## src/rtl/lvm_pkg.sv

```systemverilog
// Shared definitions for the Hack-style ALU sequencer: word width,
// instruction field positions, FSM state encoding and ALU control bundle.
package lvm_pkg;

    localparam int WORD_W = 16;

    // Instruction field bit positions
    localparam int CBIT    = 15;   // 1 = C-instruction, 0 = A-instruction
    localparam int ABIT    = 12;   // y operand select: 1 = M, 0 = A
    localparam int COMP_HI = 11;
    localparam int COMP_LO = 6;
    localparam int DEST_A  = 5;
    localparam int DEST_D  = 4;
    localparam int DEST_M  = 3;
    localparam int JMP_HI  = 2;
    localparam int JMP_LO  = 0;

    typedef logic [WORD_W-1:0] word_t;

    typedef enum logic [1:0] {
        IDLE = 2'd0,
        EXEC = 2'd1,
        WB   = 2'd2
    } state_t;

    // Field order matches the comp field, MSB first
    typedef struct packed {
        logic zx;
        logic nx;
        logic zy;
        logic ny;
        logic f;
        logic no;
    } alu_ctrl_t;

    function automatic logic is_c_instr(word_t i);
        return i[CBIT];
    endfunction

endpackage

```

## src/rtl/alu_sequencer_if.sv

```systemverilog
// Instruction fetch handshake: the producer drives instr/instr_valid and
// holds them until instr_ready is seen high at a clock edge.
interface alu_sequencer_if;
    import lvm_pkg::*;

    logic  instr_valid;
    logic  instr_ready;
    word_t instr;

    modport master (output instr_valid, output instr, input instr_ready);
    modport slave  (input instr_valid, input instr, output instr_ready);

endinterface

```

## src/rtl/alu_sequencer_jump_eval.sv

```systemverilog
// Jump condition evaluation from an ALU result and the 3-bit jump field.
// Kept standalone so a future PC unit can reuse it.
module jump_eval
    import lvm_pkg::*;
(
    input  word_t      result,
    input  logic [2:0] jbits,
    output logic       zr,
    output logic       ng,
    output logic       jump_taken
);

    // Flags and jump decision: jbits = {lt, eq, gt}
    always_comb begin
        zr         = (result == '0);
        ng         = result[WORD_W-1];
        jump_taken = (jbits[2] & ng) | (jbits[1] & zr) | (jbits[0] & ~ng & ~zr);
    end

endmodule

```

## src/rtl/alu_sequencer.sv

```systemverilog
// Control side of the external combinational ALU: accepts one instruction,
// drives ALU controls/operands for ALU_LAT cycles, then retires it in a
// single write-back cycle (register/memory writes, jump evaluation).
module alu_sequencer
    import lvm_pkg::*;
#(
    parameter int unsigned ALU_LAT = 1   // legal range 1..15
)
(
    input  logic           clk,
    input  logic           rst,
    alu_sequencer_if.slave ibus,
    input  word_t          m_in,
    output logic           zx,
    output logic           nx,
    output logic           zy,
    output logic           ny,
    output logic           f,
    output logic           no,
    output word_t          alu_x,
    output word_t          alu_y,
    input  word_t          alu_out,
    output word_t          m_addr,
    output word_t          m_out,
    output logic           m_we,
    output word_t          a_reg,
    output word_t          d_reg,
    output logic           jump_taken,
    output word_t          jump_target,
    output logic           done
);

    localparam logic [3:0] LAT_LOAD = 4'(ALU_LAT - 1);

    state_t     state, state_nxt;
    word_t      instr_q;
    word_t      result_q;
    logic [3:0] lat_cnt;
    logic       ready;
    logic       accept;
    alu_ctrl_t  ctrl;
    logic       jt;
    logic       zr_unused;   // flags are consumed by the future PC unit only
    logic       ng_unused;

    assign ibus.instr_ready = ready;
    assign accept           = ibus.instr_valid & ready;
    assign m_addr           = a_reg;
    assign {zx, nx, zy, ny, f, no} = ctrl;

    jump_eval u_jump_eval (
        .result     (result_q),
        .jbits      (instr_q[JMP_HI:JMP_LO]),
        .zr         (zr_unused),
        .ng         (ng_unused),
        .jump_taken (jt)
    );

    // State register
    // NOTE: sequential state uses non-blocking assignments so every flop samples pre-edge values.
    always_ff @(posedge clk) begin
        if (rst) state <= IDLE;
        else     state <= state_nxt;
    end

    // Instruction latch, latency counter, result capture and A/D write-back
    always_ff @(posedge clk) begin
        if (rst) begin
            instr_q  <= '0;
            result_q <= '0;
            lat_cnt  <= '0;
            a_reg    <= '0;
            d_reg    <= '0;
        end else begin
            case (state)
                IDLE: begin
                    if (accept) begin
                        instr_q <= ibus.instr;
                        lat_cnt <= LAT_LOAD;
                    end
                end
                EXEC: begin
                    if (lat_cnt == '0) result_q <= alu_out;
                    else               lat_cnt  <= lat_cnt - 4'd1;
                end
                WB: begin
                    if (!is_c_instr(instr_q)) begin
                        a_reg <= {1'b0, instr_q[WORD_W-2:0]};
                    end else begin
                        if (instr_q[DEST_A]) a_reg <= result_q;
                        if (instr_q[DEST_D]) d_reg <= result_q;
                    end
                end
                default: ;
            endcase
        end
    end

    // Next-state and Moore outputs
    always_comb begin
        // NOTE: every output gets a default first so no path can infer a latch.
        state_nxt   = state;
        ready       = 1'b0;
        ctrl        = '0;
        alu_x       = '0;
        alu_y       = '0;
        m_out       = '0;
        m_we        = 1'b0;
        jump_taken  = 1'b0;
        jump_target = '0;
        done        = 1'b0;
        case (state)
            IDLE: begin
                ready = 1'b1;
                if (ibus.instr_valid) state_nxt = is_c_instr(ibus.instr) ? EXEC : WB;
            end
            EXEC: begin
                ctrl  = alu_ctrl_t'(instr_q[COMP_HI:COMP_LO]);
                alu_x = d_reg;
                alu_y = instr_q[ABIT] ? m_in : a_reg;
                if (lat_cnt == '0) state_nxt = WB;
            end
            WB: begin
                done = 1'b1;
                if (is_c_instr(instr_q)) begin
                    m_we        = instr_q[DEST_M];
                    m_out       = result_q;
                    jump_taken  = jt;
                    jump_target = a_reg;
                end
                state_nxt = IDLE;
            end
            default: state_nxt = IDLE;
        endcase
    end

endmodule

```

## src/flat_wrapper.sv

```systemverilog
// flat-port wrapper written by rule: the top's interface ports become plain ports
module alu_sequencer_flat import lvm_pkg::*;
#(
    parameter int unsigned ALU_LAT = 1                       
)
  (clk, rst, m_in, zx, nx, zy, ny, f, no, alu_x, alu_y, alu_out, m_addr, m_out, m_we, a_reg, d_reg, jump_taken, jump_target, done, ibus_instr_valid, ibus_instr, ibus_instr_ready);
  alu_sequencer_if ibus_i ();
  input  logic clk;
  input  logic rst;
  input  word_t m_in;
  output logic zx;
  output logic nx;
  output logic zy;
  output logic ny;
  output logic f;
  output logic no;
  output word_t alu_x;
  output word_t alu_y;
  input  word_t alu_out;
  output word_t m_addr;
  output word_t m_out;
  output logic m_we;
  output word_t a_reg;
  output word_t d_reg;
  output logic jump_taken;
  output word_t jump_target;
  output logic done;
  input wire logic [$bits(ibus_i.instr_valid)-1:0] ibus_instr_valid;
  input wire logic [$bits(ibus_i.instr)-1:0] ibus_instr;
  output wire logic [$bits(ibus_i.instr_ready)-1:0] ibus_instr_ready;
  assign ibus_i.instr_valid = ibus_instr_valid;
  assign ibus_i.instr = ibus_instr;
  assign ibus_instr_ready = ibus_i.instr_ready;
  alu_sequencer #(.ALU_LAT(ALU_LAT)) u_core (.clk(clk), .rst(rst), .ibus(ibus_i), .m_in(m_in), .zx(zx), .nx(nx), .zy(zy), .ny(ny), .f(f), .no(no), .alu_x(alu_x), .alu_y(alu_y), .alu_out(alu_out), .m_addr(m_addr), .m_out(m_out), .m_we(m_we), .a_reg(a_reg), .d_reg(d_reg), .jump_taken(jump_taken), .jump_target(jump_target), .done(done));
endmodule
```

## config.mk

```make
export PLATFORM = sky130hd
export DESIGN_NAME = alu_sequencer_flat
export DESIGN_NICKNAME = d
export VERILOG_FILES = /design/src/rtl/lvm_pkg.sv /design/src/rtl/alu_sequencer_if.sv /design/src/rtl/alu_sequencer_jump_eval.sv /design/src/rtl/alu_sequencer.sv /design/src/flat_wrapper.sv
export SDC_FILE = /design/constraint.sdc
export NUM_CORES = 1
export LEC_CHECK = 0
export CAP_MARGIN = 10
export CORE_MARGIN = 5
export CORE_UTILIZATION = 35
export CTS_BUF_LIST = sky130_fd_sc_hd__clkbuf_4 sky130_fd_sc_hd__clkbuf_8 sky130_fd_sc_hd__clkbuf_16
export DETAILED_ROUTE_END_ITERATION = 16
export GPL_TIMING_DRIVEN = 0
export PLACE_DENSITY = 0.71
export SYNTH_ARGS = -nofsm -noshare
export SYNTH_HDL_FRONTEND = slang
export SYNTH_SLANG_ARGS = --single-unit
export TNS_END_PERCENT = 10
```

## constraint.sdc

```tcl
create_clock -name clk -period 4.01 [get_ports clk]
set_clock_uncertainty 0.2 [all_clocks]
set_input_delay 1.0025 -clock clk [delete_from_list [all_inputs] [get_ports clk]]
set_output_delay 1.0025 -clock clk [all_outputs]
set_load 0.01 [all_outputs]
```

==> results of run 1 <==
## cell families after synthesis
family	count (synthesis)	share of synthesized area
AOI/OAI and AO/OA	76	0.123
adders and majority gates	1	0.00360
buffers and inverters	51	0.0834
DFF	70	0.403
muxes	31	0.0892
and+or+nand+nor	216	0.298
## critical path, cell delays in order, from the launching register on
cell,delay [ns]
dfxtp_1,0.48
nor2b_1,0.17
buf_2,0.24
clkbuf_1,0.34
and2_1,0.18
clkdlybuf4s50_1,0.53
## report_power, final
group          switching (W)  total [W]  leakage, nW  internal, W
clock network       0.000262   0.000587        0.110     0.000326
logic               0.000118   0.000262         1.29     0.000144
registers          0.0000328   0.000755        0.569     0.000722
total               0.000412    0.00160         1.97      0.00119
## cell usage in the layout, fill, tap and decap left out, types with 4 or more instances in the layout
cell type | Yosys | routed
clkdlybuf4s50_1 | 0 | 171
nand2_1 | 102 | 102
dfxtp_1 | 70 | 70
a21oi_1 | 58 | 58
and2_1 | 56 | 56
nor2_1 | 32 | 32
mux2i_1 | 31 | 31
buf_4 | 18 | 18
a211oi_1 | 14 | 14
buf_2 | 13 | 13
clkbuf_1 | 13 | 13
clkbuf_8 | 0 | 11
inv_1 | 4 | 4
nor4_1 | 4 | 4
nand2b_1 | 4 | 4
## worst paths after layout
kind	start	endpoint	slack, ns
worst max-delay path	u_core.state[0]$_SDFFE_PP0P_	alu_x[6]	0.53
worst min-delay path	u_core.instr_q[13]$_SDFFE_PP0P_	u_core.instr_q[13]$_SDFFE_PP0P_	0.26
worst min register to register	u_core.instr_q[13]$_SDFFE_PP0P_	u_core.instr_q[13]$_SDFFE_PP0P_	0.26
worst max register to register	u_core.lat_cnt[0]$_SDFFE_PP0P_	u_core.result_q[12]$_SDFFE_PP0P_	2.01
## per-layer routing
metal | routed length (um) | part of all wire | track usage
met5 | 0 | 0 | 0
met4 | 146 | 0.012 | 0.0668
met3 | 1100 | 0.091 | 0.0446
met2 | 5810 | 0.48 | 0.350
met1 | 5060 | 0.42 | 0.243
## stage by stage
stage	power, W	hold WS, ns	instances	setup slack (ns)	util
finish	0.00160	0.265	765	0.533	0.572
floorplan	0.000893	0.236	445	1.59	-
CTS	0.00161	0.266	765	0.474	0.572
detailed placement	0.00103	0.257	749	0.579	0.551
global placement	0.00103	0.247	749	0.599	0.551
global route	0.00167	0.286	765	0.329	0.572
## final cells by class
cell class	count	area (um2)
fillers	901	4170
multi-input cells	324	1790
repair buffers	171	1710
flip-flops and latches	70	1400
plain buffers	47	275
well taps	133	166
clock buffers	12	159
clock inverters	4	45.0
inverters	4	15.0
==> flow_metrics.env, run 1 <==
export IMPL_syn_area_mm2=0.00348
export IMPL_hold_viol_final=0
export IMPL_hold_class="flip-flop to flip-flop"
export IMPL_async_flop_share=0
export IMPL_cp_end_kind="output port"
export IMPL_wl_per_cell_um=15.8
export IMPL_worstMarginPinSlew_ns=0.568
export IMPL_synth_nets=497
export IMPL_drt_pass1_iterations=4
export IMPL_powerDensity_mw_per_mm2=288
export IMPL_ff2ff_path_depth=7
export IMPL_crit_type="flip-flop to output port"
export IMPL_drt_iter0_markers=166
export IMPL_detail_route_antenna_nets=0
export IMPL_ys_seq_area_frac=0.403
export IMPL_totalWireLength_um=12100
export IMPL_antenna_found_initial=0
export IMPL_synth_top_area_frac=0.403
export IMPL_ys_warn_count=0
export IMPL_via_per_inst=4.79
export IMPL_placed_area_mm2=0.00536
export IMPL_clock_root_buffer="clkbuf_8"
export IMPL_cp_arrival_ns=2.27
export IMPL_ys_types=34
export IMPL_whs_path_depth=2
export IMPL_critical_path_max_fanout=10
export IMPL_synth_area_leader_cell="dfxtp_1"
export IMPL_maxCapViolations=0
export IMPL_cts_tree="built"
export IMPL_cts_resized=0
export IMPL_core_area_mm2=0.00973
export IMPL_initial_utilization=0.358
export IMPL_setup_viol=0
export IMPL_ir_drop_v=0.000142
export IMPL_cts_sinks=70
export IMPL_grt_pass1_wl_um=18700
export IMPL_cellLeakagePower_nw=1.97
export IMPL_dp_hpwl_um=9590
export IMPL_status="finished, final reports clean"
export IMPL_grt_pass1_vias=3648
export IMPL_synth_enable_flop_cells=0
export IMPL_gp_congestion=0.845
export IMPL_htreeDepth=3
export IMPL_postSynthAreaPerCell_um2=7.82
export IMPL_syn_to_final_growth_pct=59.8
export IMPL_worstSkewPairLatency_ns=0.34
export IMPL_report_final_slew_viol_count=0
export IMPL_fmaxAchievable_mhz=288
export IMPL_die_area_mm2=0.0120
export IMPL_synth_seq_cells=70
export IMPL_cts_buffers=9
export IMPL_grt_overflow_total=0
export IMPL_ios=173
export IMPL_syn_inst=445
export IMPL_port_buffers=171
export IMPL_postCtsHoldBufs=0
export IMPL_die_width_um=110
export IMPL_synthTopCellsByCount="nand2_1 (102), dfxtp_1 (70), a21oi_1 (58), and2_1 (56), nor2_1 (32)"
export IMPL_ys_flop_type="dfxtp_1"
export IMPL_fp_row_count=36
export IMPL_start_kind="flip-flop"
export IMPL_required_ns=2.81
export IMPL_yosysMostFrequentCell="nand2_1"
export IMPL_nets=679
export IMPL_insertedDiodeCount=0
export IMPL_slew_limit_headroom=0.619
export IMPL_grt_max_degree=12
export IMPL_tns_ns=0
export IMPL_final_cell_area_mm2=0.00556
export IMPL_grtUsageTotal=0.200
export IMPL_synthTopCellsByArea="dfxtp_1 (40%), nand2_1 (11%), and2_1 (10%)"
export IMPL_final_period_utilization=0.867
export IMPL_postCtsSetupRepairBufs=0
export IMPL_die_height_um=110
export IMPL_final_layout_size_suffix_gt1_frac=0.0870
export IMPL_grt_setup_unrepaired="no"
export IMPL_cts_path_max_buffers=2
export IMPL_drc_errors=0
export IMPL_path_clk_slew_ns=0.07
export IMPL_fin_crit_ns=3.48
export IMPL_vias=3668
(Power assumes the default switching activity.)
==> run 2, diff against run 1 <==
--- a/config.mk
+++ b/config.mk
@@ -10,8 +10,8 @@
 export CORE_UTILIZATION = 35
 export CTS_BUF_LIST = sky130_fd_sc_hd__clkbuf_4 sky130_fd_sc_hd__clkbuf_8 sky130_fd_sc_hd__clkbuf_16
 export DETAILED_ROUTE_END_ITERATION = 16
+export DONT_BUFFER_PORTS = 1
 export GPL_TIMING_DRIVEN = 0
-export PLACE_DENSITY = 0.71
 export SYNTH_ARGS = -nofsm -noshare
 export SYNTH_HDL_FRONTEND = slang
 export SYNTH_SLANG_ARGS = --single-unit
==> flow_metrics.env, run 2 (synthesis results as in run 1) <==
export IMPL_grt_max_degree=13
export IMPL_core_area_mm2=0.00973
export IMPL_drt_pass1_iterations=4
export IMPL_hold_viol_final=0
export IMPL_insertedDiodeCount=0
export IMPL_drc_errors=0
export IMPL_grtUsageTotal=0.179
export IMPL_fin_crit_ns=3.07
export IMPL_gp_congestion=0.815
export IMPL_pwr_share_comb=0.103
export IMPL_setup_viol=0
export IMPL_final_common_cell="nand2_1"
export IMPL_wl_per_cell_um=18.7
export IMPL_finalPower_w=0.00156
export IMPL_cts_tree="built"
export IMPL_hold_path_end="u_core.instr_q[14]$_SDFFE_PP0P_"
export IMPL_cts_sinks=70
export IMPL_sw_frac_of_total=0.264
export IMPL_grt_pass1_vias=2926
export IMPL_postCtsHoldBufs=0
export IMPL_vias=3065
export IMPL_cts_resized=0
export IMPL_critical_path_max_fanout=10
export IMPL_rr_startpoint="u_core.lat_cnt[0]$_SDFFE_PP0P_"
export IMPL_ir_drop_v=0.000160
export IMPL_die_width_um=110
export IMPL_final_layout_size_suffix_gt1_frac=0.119
export IMPL_nets=508
export IMPL_port_buffers=0
export IMPL_seq_power_share=0.487
export IMPL_p_clk_frac=0.410
export IMPL_critPathMaxStageDelay_ns=0.37
export IMPL_worstMarginPinSlew_ns=0.547
export IMPL_grt_pass1_wl_um=15800
export IMPL_final_cell_mix="nand2_1 (102), dfxtp_1 (70), a21oi_1 (58), and2_1 (56), nor2_1 (32)"
export IMPL_detail_route_antenna_nets=0
export IMPL_status="finished, final reports clean"
export IMPL_final_cell_area_mm2=0.00387
export IMPL_ios=173
export IMPL_drt_iter0_markers=180
export IMPL_cellLeakagePower_nw=1.36
export IMPL_worstSkewPairLatency_ns=0.34
export IMPL_path_clk_slew_ns=0.08
export IMPL_hold_class="flip-flop to flip-flop"
export IMPL_crit_type="flip-flop to output port"
export IMPL_die_height_um=110
export IMPL_fp_row_count=36
export IMPL_via_per_inst=5.16
export IMPL_totalWireLength_um=11100
export IMPL_start_kind="flip-flop"
export IMPL_htreeDepth=3
export IMPL_antenna_found_initial=0
export IMPL_dp_hpwl_um=8770
export IMPL_postCtsSetupRepairBufs=0
export IMPL_clock_root_buffer="clkbuf_8"
export IMPL_cp_arrival_ns=1.87
export IMPL_p_switching_w=0.000412
export IMPL_maxCapViolations=0
export IMPL_fmaxAchievable_mhz=325
export IMPL_cp_slowest_cell="clkbuf_1"
export IMPL_grt_setup_unrepaired="no"
export IMPL_r2r_end="u_core.result_q[13]$_SDFFE_PP0P_"
export IMPL_ff2ff_path_depth=7
export IMPL_cts_path_max_buffers=2
export IMPL_required_ns=2.81
export IMPL_die_area_mm2=0.0120
export IMPL_nFillCells=1032
export IMPL_cts_buffers=9
export IMPL_syn_to_final_growth_pct=11.2
export IMPL_powerDensity_mw_per_mm2=404
export IMPL_p_int_w=0.00115
export IMPL_initial_utilization=0.358
export IMPL_whs_path_depth=2
export IMPL_grt_overflow_total=0
export IMPL_hp_start="u_core.instr_q[14]$_SDFFE_PP0P_"
export IMPL_final_period_utilization=0.767
export IMPL_placed_area_mm2=0.00365
export IMPL_slew_limit_headroom=0.635
export IMPL_report_final_slew_viol_count=0
export IMPL_cp_end_kind="output port"
export IMPL_tns_ns=0
export IMPL_path_cells="buf_4 -> and3b_1 -> buf_2 -> clkbuf_1 -> and2_1"
export IMPL_seqCellArea_mm2=0.00140
export IMPL_rrSetupSlack_ns=2.04
export IMPL_multi_input_area_mm2=0.00179
run 2: changes by cell type in the layout (fill, tap and decap cells not counted):
cell,delta
clkbuf_4,-1
clkinvlp_4,+2
clkinv_2,-1
clkbuf_8,-1
clkdlybuf4s50_1,-171
bufinv_16,+1
run 2: cell type report:
cell class	count	share of cell area
clock buffers	10	0.0356
flip-flops and latches	70	0.362
inverters	4	0.00388
plain buffers	47	0.0712
clock inverters	6	0.0220
well taps	133	0.0430
multi-input cells	324	0.462
run 2: worst max-delay path by stage:
stage / startpoint / endpoint / slack [ns] / cells past startpoint
finish: u_core.instr_q[15]$_SDFFE_PP0P_ / m_out[14] / 0.94 / 5
global route: u_core.state[0]$_SDFFE_PP0P_ / alu_x[4] / 0.78 / 4
CTS: u_core.instr_q[15]$_SDFFE_PP0P_ / m_out[14] / 0.88 / 5
global placement: u_core.instr_q[15]$_SDFFE_PP0P_ / m_out[14] / 1.29 / 5
floorplan: m_in[15] / alu_y[15] / 1.59 / 2
detailed placement: u_core.instr_q[15]$_SDFFE_PP0P_ / m_out[14] / 1.27 / 5
run 2: worst max-delay path, delay by kind of cell, from the launching register on:
kind | cells | cell delay [ns]
flip-flops | 1 | 0.31
buffers and inverters | 3 | 0.77
AND/OR/NAND/NOR | 2 | 0.44
run 2: layer usage:
layer / global-route usage / part of all wire / wire [um] / vias to the layer above
met5: 0 / 0 / 0 / -
met4: 0.0579 / 0.017 / 187 / 0
met3: 0.0528 / 0.089 / 986 / 13
met2: 0.309 / 0.48 / 5370 / 150
met1: 0.212 / 0.41 / 4570 / 1428
li1: - / - / - / 1474
run 2: through the flow:
step | setup WS (ns) | hold slack (ns) | util | instances
floorplan | 1.59 | 0.236 | - | 445
global placement | 1.29 | 0.245 | 0.375 | 578
detailed placement | 1.27 | 0.249 | 0.375 | 578
CTS | 0.881 | 0.259 | 0.398 | 594
global route | 0.776 | 0.276 | 0.398 | 594
finish | 0.935 | 0.257 | 0.398 | 594
run 2: power by group through the flow:
stage / clock network (W) / registers, W / logic, W
detailed placement: 0 / 0.000778 / 0.000164
CTS: 0.000652 / 0.000762 / 0.000164
global placement: 0 / 0.000777 / 0.000161
global route: 0.000690 / 0.000767 / 0.000179
floorplan: 0 / 0.000763 / 0.000130
finish: 0.000640 / 0.000761 / 0.000162
==> run 3, diff against run 2 <==
==> constraint.sdc (replaced) <==
create_clock -name clk -period 2.8 [get_ports clk]
set_clock_uncertainty 0.2 [all_clocks]
set_input_delay 0.7 -clock clk [delete_from_list [all_inputs] [get_ports clk]]
set_output_delay 0.7 -clock clk [all_outputs]
set_load 0.01 [all_outputs]
==> flow_metrics.env, run 3 (synthesis results as in run 1) <==
export IMPL_postCtsSetupRepairBufs=0
export IMPL_grt_overflow_total=0
export IMPL_fin_crit_ns=2.67
export IMPL_ir_drop_v=0.000230
export IMPL_antenna_found_initial=0
export IMPL_hold_viol_final=0
export IMPL_initial_utilization=0.358
export IMPL_cts_tree="built"
export IMPL_syn_to_final_growth_pct=11.3
export IMPL_path_clk_slew_ns=0.07
export IMPL_vias=3040
export IMPL_fmaxAchievable_mhz=375
export IMPL_start_kind="flip-flop"
export IMPL_grt_setup_unrepaired="yes"
export IMPL_drt_pass1_iterations=4
export IMPL_via_per_inst=5.12
export IMPL_final_cell_mix="nand2_1 (102), dfxtp_1 (70), a21oi_1 (58), and2_1 (56), nor2_1 (32)"
export IMPL_finalNonFillerCells=594
export IMPL_maxCapViolations=0
export IMPL_die_width_um=110
export IMPL_rrSetupSlack_ns=0.83
export IMPL_die_area_mm2=0.0120
export IMPL_drc_errors=0
export IMPL_worstSkewPairLatency_ns=0.34
export IMPL_grt_max_degree=13
export IMPL_whs_ns=0.257
export IMPL_totalWireLength_um=11200
export IMPL_finalPower_w=0.00224
export IMPL_wl_per_cell_um=18.8
export IMPL_timing_critical_path_from="u_core.result_q[10]$_SDFFE_PP0P_"
export IMPL_cp_arrival_ns=1.77
export IMPL_final_common_cell="nand2_1"
export IMPL_required_ns=1.90
export IMPL_hold_class="flip-flop to flip-flop"
export IMPL_cp_endpoint="jump_taken"
export IMPL_final_period_utilization=0.953
export IMPL_ios=173
export IMPL_tns_ns=0
export IMPL_final_layout_size_suffix_gt1_frac=0.128
export IMPL_cp_end_kind="output port"
export IMPL_grtUsageTotal=0.179
export IMPL_crit_type="flip-flop to output port"
export IMPL_cts_path_max_buffers=2
export IMPL_cts_buffers=9
export IMPL_slew_limit_headroom=0.627
export IMPL_fp_row_count=36
export IMPL_gp_congestion=0.815
export IMPL_clock_root_buffer="clkbuf_8"
export IMPL_nets=508
export IMPL_die_height_um=110
export IMPL_critical_path_max_fanout=5
export IMPL_dpl_cell_count=578
export IMPL_grt_pass1_wl_um=15800
export IMPL_rr_startpoint="u_core.lat_cnt[0]$_SDFFE_PP0P_"
export IMPL_cellLeakagePower_nw=1.37
export IMPL_report_final_slew_viol_count=0
export IMPL_port_buffers=0
export IMPL_grt_pass1_vias=2927
export IMPL_r2r_end="u_core.result_q[13]$_SDFFE_PP0P_"
export IMPL_dp_hpwl_um=8770
export IMPL_detail_route_antenna_nets=0
export IMPL_setup_viol=0
export IMPL_status="finished, final reports clean"
export IMPL_drt_iter0_markers=182
export IMPL_ff2ff_path_depth=7
export IMPL_powerDensity_mw_per_mm2=579
export IMPL_htreeDepth=3
export IMPL_cts_sinks=70
export IMPL_insertedDiodeCount=0
export IMPL_worstMarginPinSlew_ns=0.558
export IMPL_core_area_mm2=0.00973
## run 3: cell count changes in the layout (fill, tap and decap cells not counted), sizes merged
cell | previous run | this run
buf | 34 | 33
clkbuf | 23 | 24
## run 3: power by group
group          internal (W)  switching [W]
registers           0.00103      0.0000562
clock network      0.000523       0.000399
logic             0.0000927       0.000140
total               0.00165       0.000595
## run 3: metrics by stage
step / instance area [um2] / utilization / setup slack, ns
after floorplan: 3480 / - / 0.760
after global placement: 3650 / 0.375 / 0.386
after detailed placement: 3650 / 0.375 / 0.360
after CTS: 3870 / 0.398 / 0.0484
after global routing: 3870 / 0.398 / -0.0313
final: 3870 / 0.398 / 0.132
## run 3: critical path, cell delays in order (launching register included)
cell and delay, ns:
dfxtp_1 0.37, nor4_1 0.32, nand4_1 0.21, mux2i_1 0.15, a21boi_0 0.37
## run 3: final cells by class
class                      count  area (um2)
fill                        1035        5860
multi-input combinational    324        1790
sequential                    70        1400
buffer                        47         280
tap                          133         166
clock buffer                  10         138
clock inverter                 6        85.1
inverter                       4        15.0
## run 3: layer usage
layer | GRT usage | wire [um]
met4 | 0.0623 | 176
met2 | 0.307 | 5440
met5 | 0 | 0
met1 | 0.212 | 4600
met3 | 0.0528 | 944
## run 3: worst min path at each step
stage,depth (start not counted),startpoint,endpoint
CTS,2,u_core.instr_q[14]$_SDFFE_PP0P_,u_core.instr_q[14]$_SDFFE_PP0P_
detailed placement,2,u_core.instr_q[14]$_SDFFE_PP0P_,u_core.instr_q[14]$_SDFFE_PP0P_
finish,2,u_core.instr_q[14]$_SDFFE_PP0P_,u_core.instr_q[14]$_SDFFE_PP0P_
global placement,2,u_core.instr_q[14]$_SDFFE_PP0P_,u_core.instr_q[14]$_SDFFE_PP0P_
floorplan,2,u_core.instr_q[13]$_SDFFE_PP0P_,u_core.instr_q[13]$_SDFFE_PP0P_
global route,2,alu_out[3],u_core.result_q[3]$_SDFFE_PP0P_
## run 3: repair_timing
| action | in CTS | in global routing |
|---|---|---|
| hold endpoints to repair | 0 | 0 |
| endpoints found under the setup margin | 5 | 38 |
| resized for setup | 1 | 5 |
| hold buffers | 0 | 0 |
==> RTL edit: new RTL, flow settings as in run 2 <==
Reset style: asynchronous (`rst`), changed in 2 clocked blocks.
--- a/src/rtl/alu_sequencer.sv
+++ b/src/rtl/alu_sequencer.sv
@@ -60,3 +60,3 @@
     // NOTE: sequential state uses non-blocking assignments so every flop samples pre-edge values.
-    always_ff @(posedge clk) begin
+    always_ff @(posedge clk or posedge rst) begin
         if (rst) state <= IDLE;
@@ -66,3 +66,3 @@
     // Instruction latch, latency counter, result capture and A/D write-back
-    always_ff @(posedge clk) begin
+    always_ff @(posedge clk or posedge rst) begin
         if (rst) begin
Check against the original RTL: differs if rst is asserted again (counterexample within 4 cycles, from zero or initial values and one cycle with rst high); with rst held inactive, the same outputs for 4 cycles.
==> RTL edit against run 2 <==
  * Non-clock buffer count down 7
  * Area after synthesis rose by 5.4%
  * Largest cell class is now sequential cells
  * Sequential cell count unchanged
  * Setup slack got worse by 0.13 ns
  * Wire length fell by 2.3%
  * Highest routed layer unchanged
  * Hold slack gained 0.025 ns
  * Design area grew 4.3%
  * Critical path depth down 1
Power is not compared: it rests on default switching activity, and its combinational part moved more than twofold at a synthesized area within 25%.
==> RTL edit: results <==
[run_status]
status = finished clean

[setup_path]
worst-r2r-cell-count = 5
arrival_ns = 2.00
cp_max_fo = 5
slowest_delay_ns = 0.48
crit_family = simple AND/OR/NAND/NOR gates
reg2reg_from = u_core.state[0]
rr_endpoint = u_core.lat_cnt[2]
r2r_slack_ns = 1.69
critical-path-slowest-cell = dfrtp_1

[hold_path]
hp-start = u_core.instr_q[14]
hold_depth = 2
min_to = u_core.instr_q[14]

[synth]
syn_inst = 364
synth.top_cells.by_area = dfrtp_1 48%, mux2i_1 8.5%, mux2_2 7.1%
netlist_top_cells_count = 70 x dfrtp_1, 50 x nand2_1, 33 x and3_1, 33 x nor2_1, 31 x mux2i_1
seq_area_frac_synth_pct = 47.75
synth_nets = 416
synth-main-ff-cell = dfrtp_1
ys_async_sr_fraction_pct = 100.0
synth.distinct_cells = 32

[sta]
fin_crit_ns = 3.207
worst_pin_slew_ns = 0.8588

[clock_tree]
clockBufferDepth = 2
numCtsBuffers = 9
htreeDepth = 3
postCtsResizedCells = 0
clock-root-buffer = clkbuf_8
post_cts_buffers = 0
clock_latency_ns = 0.35
path_clk_slew_ns = 0.07

[grt]
grt_usage_pct = 17.31
grt_pass1_wl_mm = 16.82
grt_max_degree = 71
grt_pass1_vias = 2850

[cells_and_area]
fillers = 1030
drive_above_1_share_pct = 19.79
insertedDiodeCount = 0
finish.cell_count_without_fillers = 515
final_nets = 427

[placement]
finalWeightedCongestion = 0.7686
dp_cells = 500
dp_hpwl_mm = 8.105
pre_cts_ws_ns = 1.150

[power]
leakagePower_nw = 1.982

[routing]
routedWlPerCell_microns = 21.08
viasPerCell = 5.260
drt_iter0_drc = 104
-- RTL edit: changes by cell type in the layout (fill, tap and decap cells not counted), moves of 4 or more --
cell      before  now
dfrtp_1        0   70
dfxtp_1       70    0
nand2_1      102   50
a21oi_1       58   14
and3_1         0   33
and2_1        56   24
mux2_2         0   23
a211oi_1      14    0
mux2_4         0    9
buf_2         13    5
o21ai_0        0    4
-- RTL edit: power breakdown --
part | switching, mW | internal (mW)
Combinational | 0.850 | 0.710
Sequential | 0.517 | 1.05
Clock | 0.258 | 0.306
Total | 1.62 | 2.07
-- RTL edit: per-stage QoR --
step	cell area (sq um)	power (mW)	util [%]	hold WS, ns
after floorplan	3669	2.680	-	0.2450
after global placement	3839	3.106	37.35	0.2627
after detailed placement	3841	3.156	37.38	0.2646
after CTS	4034	3.727	39.25	0.2832
after global routing	4034	3.972	39.25	0.3153
final	4034	3.690	39.25	0.2819
-- RTL edit: worst reg2reg max path: stages, from the launching register on --
cell and delay [ns]:
dfrtp_1 0.42, nor2_1 0.35, and2_1 0.18, clkbuf_1 0.42, clkbuf_1 0.51, nor2_1 0.12
-- RTL edit: final cells by class --
class / count / area share [%]
buffer: 40 / 6.172
clock buffer: 11 / 3.598
clock inverter: 4 / 1.179
inverter: 7 / 0.7134
multi-input combinational: 247 / 40.69
sequential: 70 / 43.42
tap: 136 / 4.218
-- RTL edit: per-layer routing --
| layer | GRT usage, % | share of wire, % | vias to the layer above |
|---|---|---|---|
| met4 | 4.327 | 1.4 | 0 |
| met2 | 29.04 | 49 | 138 |
| met1 | 21.62 | 42 | 1329 |
| li1 | - | - | 1226 |
| met3 | 5.660 | 7.8 | 16 |
| met5 | 0 | 0 | - |
-- RTL edit: cells by family after synthesis --
kind of cell	count (synthesis)	share of synthesized area [%]
xor+xnor	2	0.4776
buf+inv	47	7.504
flops	70	47.75
compound gates	22	3.342
mux	63	19.20
simple gates	159	21.38
fa+ha+maj	1	0.3410
-- RTL edit: worst max path at each step --
| stage | from | endpoint | depth (start not counted) |
|---|---|---|---|
| after global routing | u_core.instr_q[15] | jump_target[0] | 3 |
| final | u_core.result_q[11] | jump_taken | 4 |
| after CTS | u_core.result_q[11] | jump_taken | 4 |
| after global placement | rst | u_core.a_reg[12] | 1 |
| after detailed placement | u_core.result_q[11] | jump_taken | 4 |
| after floorplan | rst | u_core.a_reg[0] | 1 |
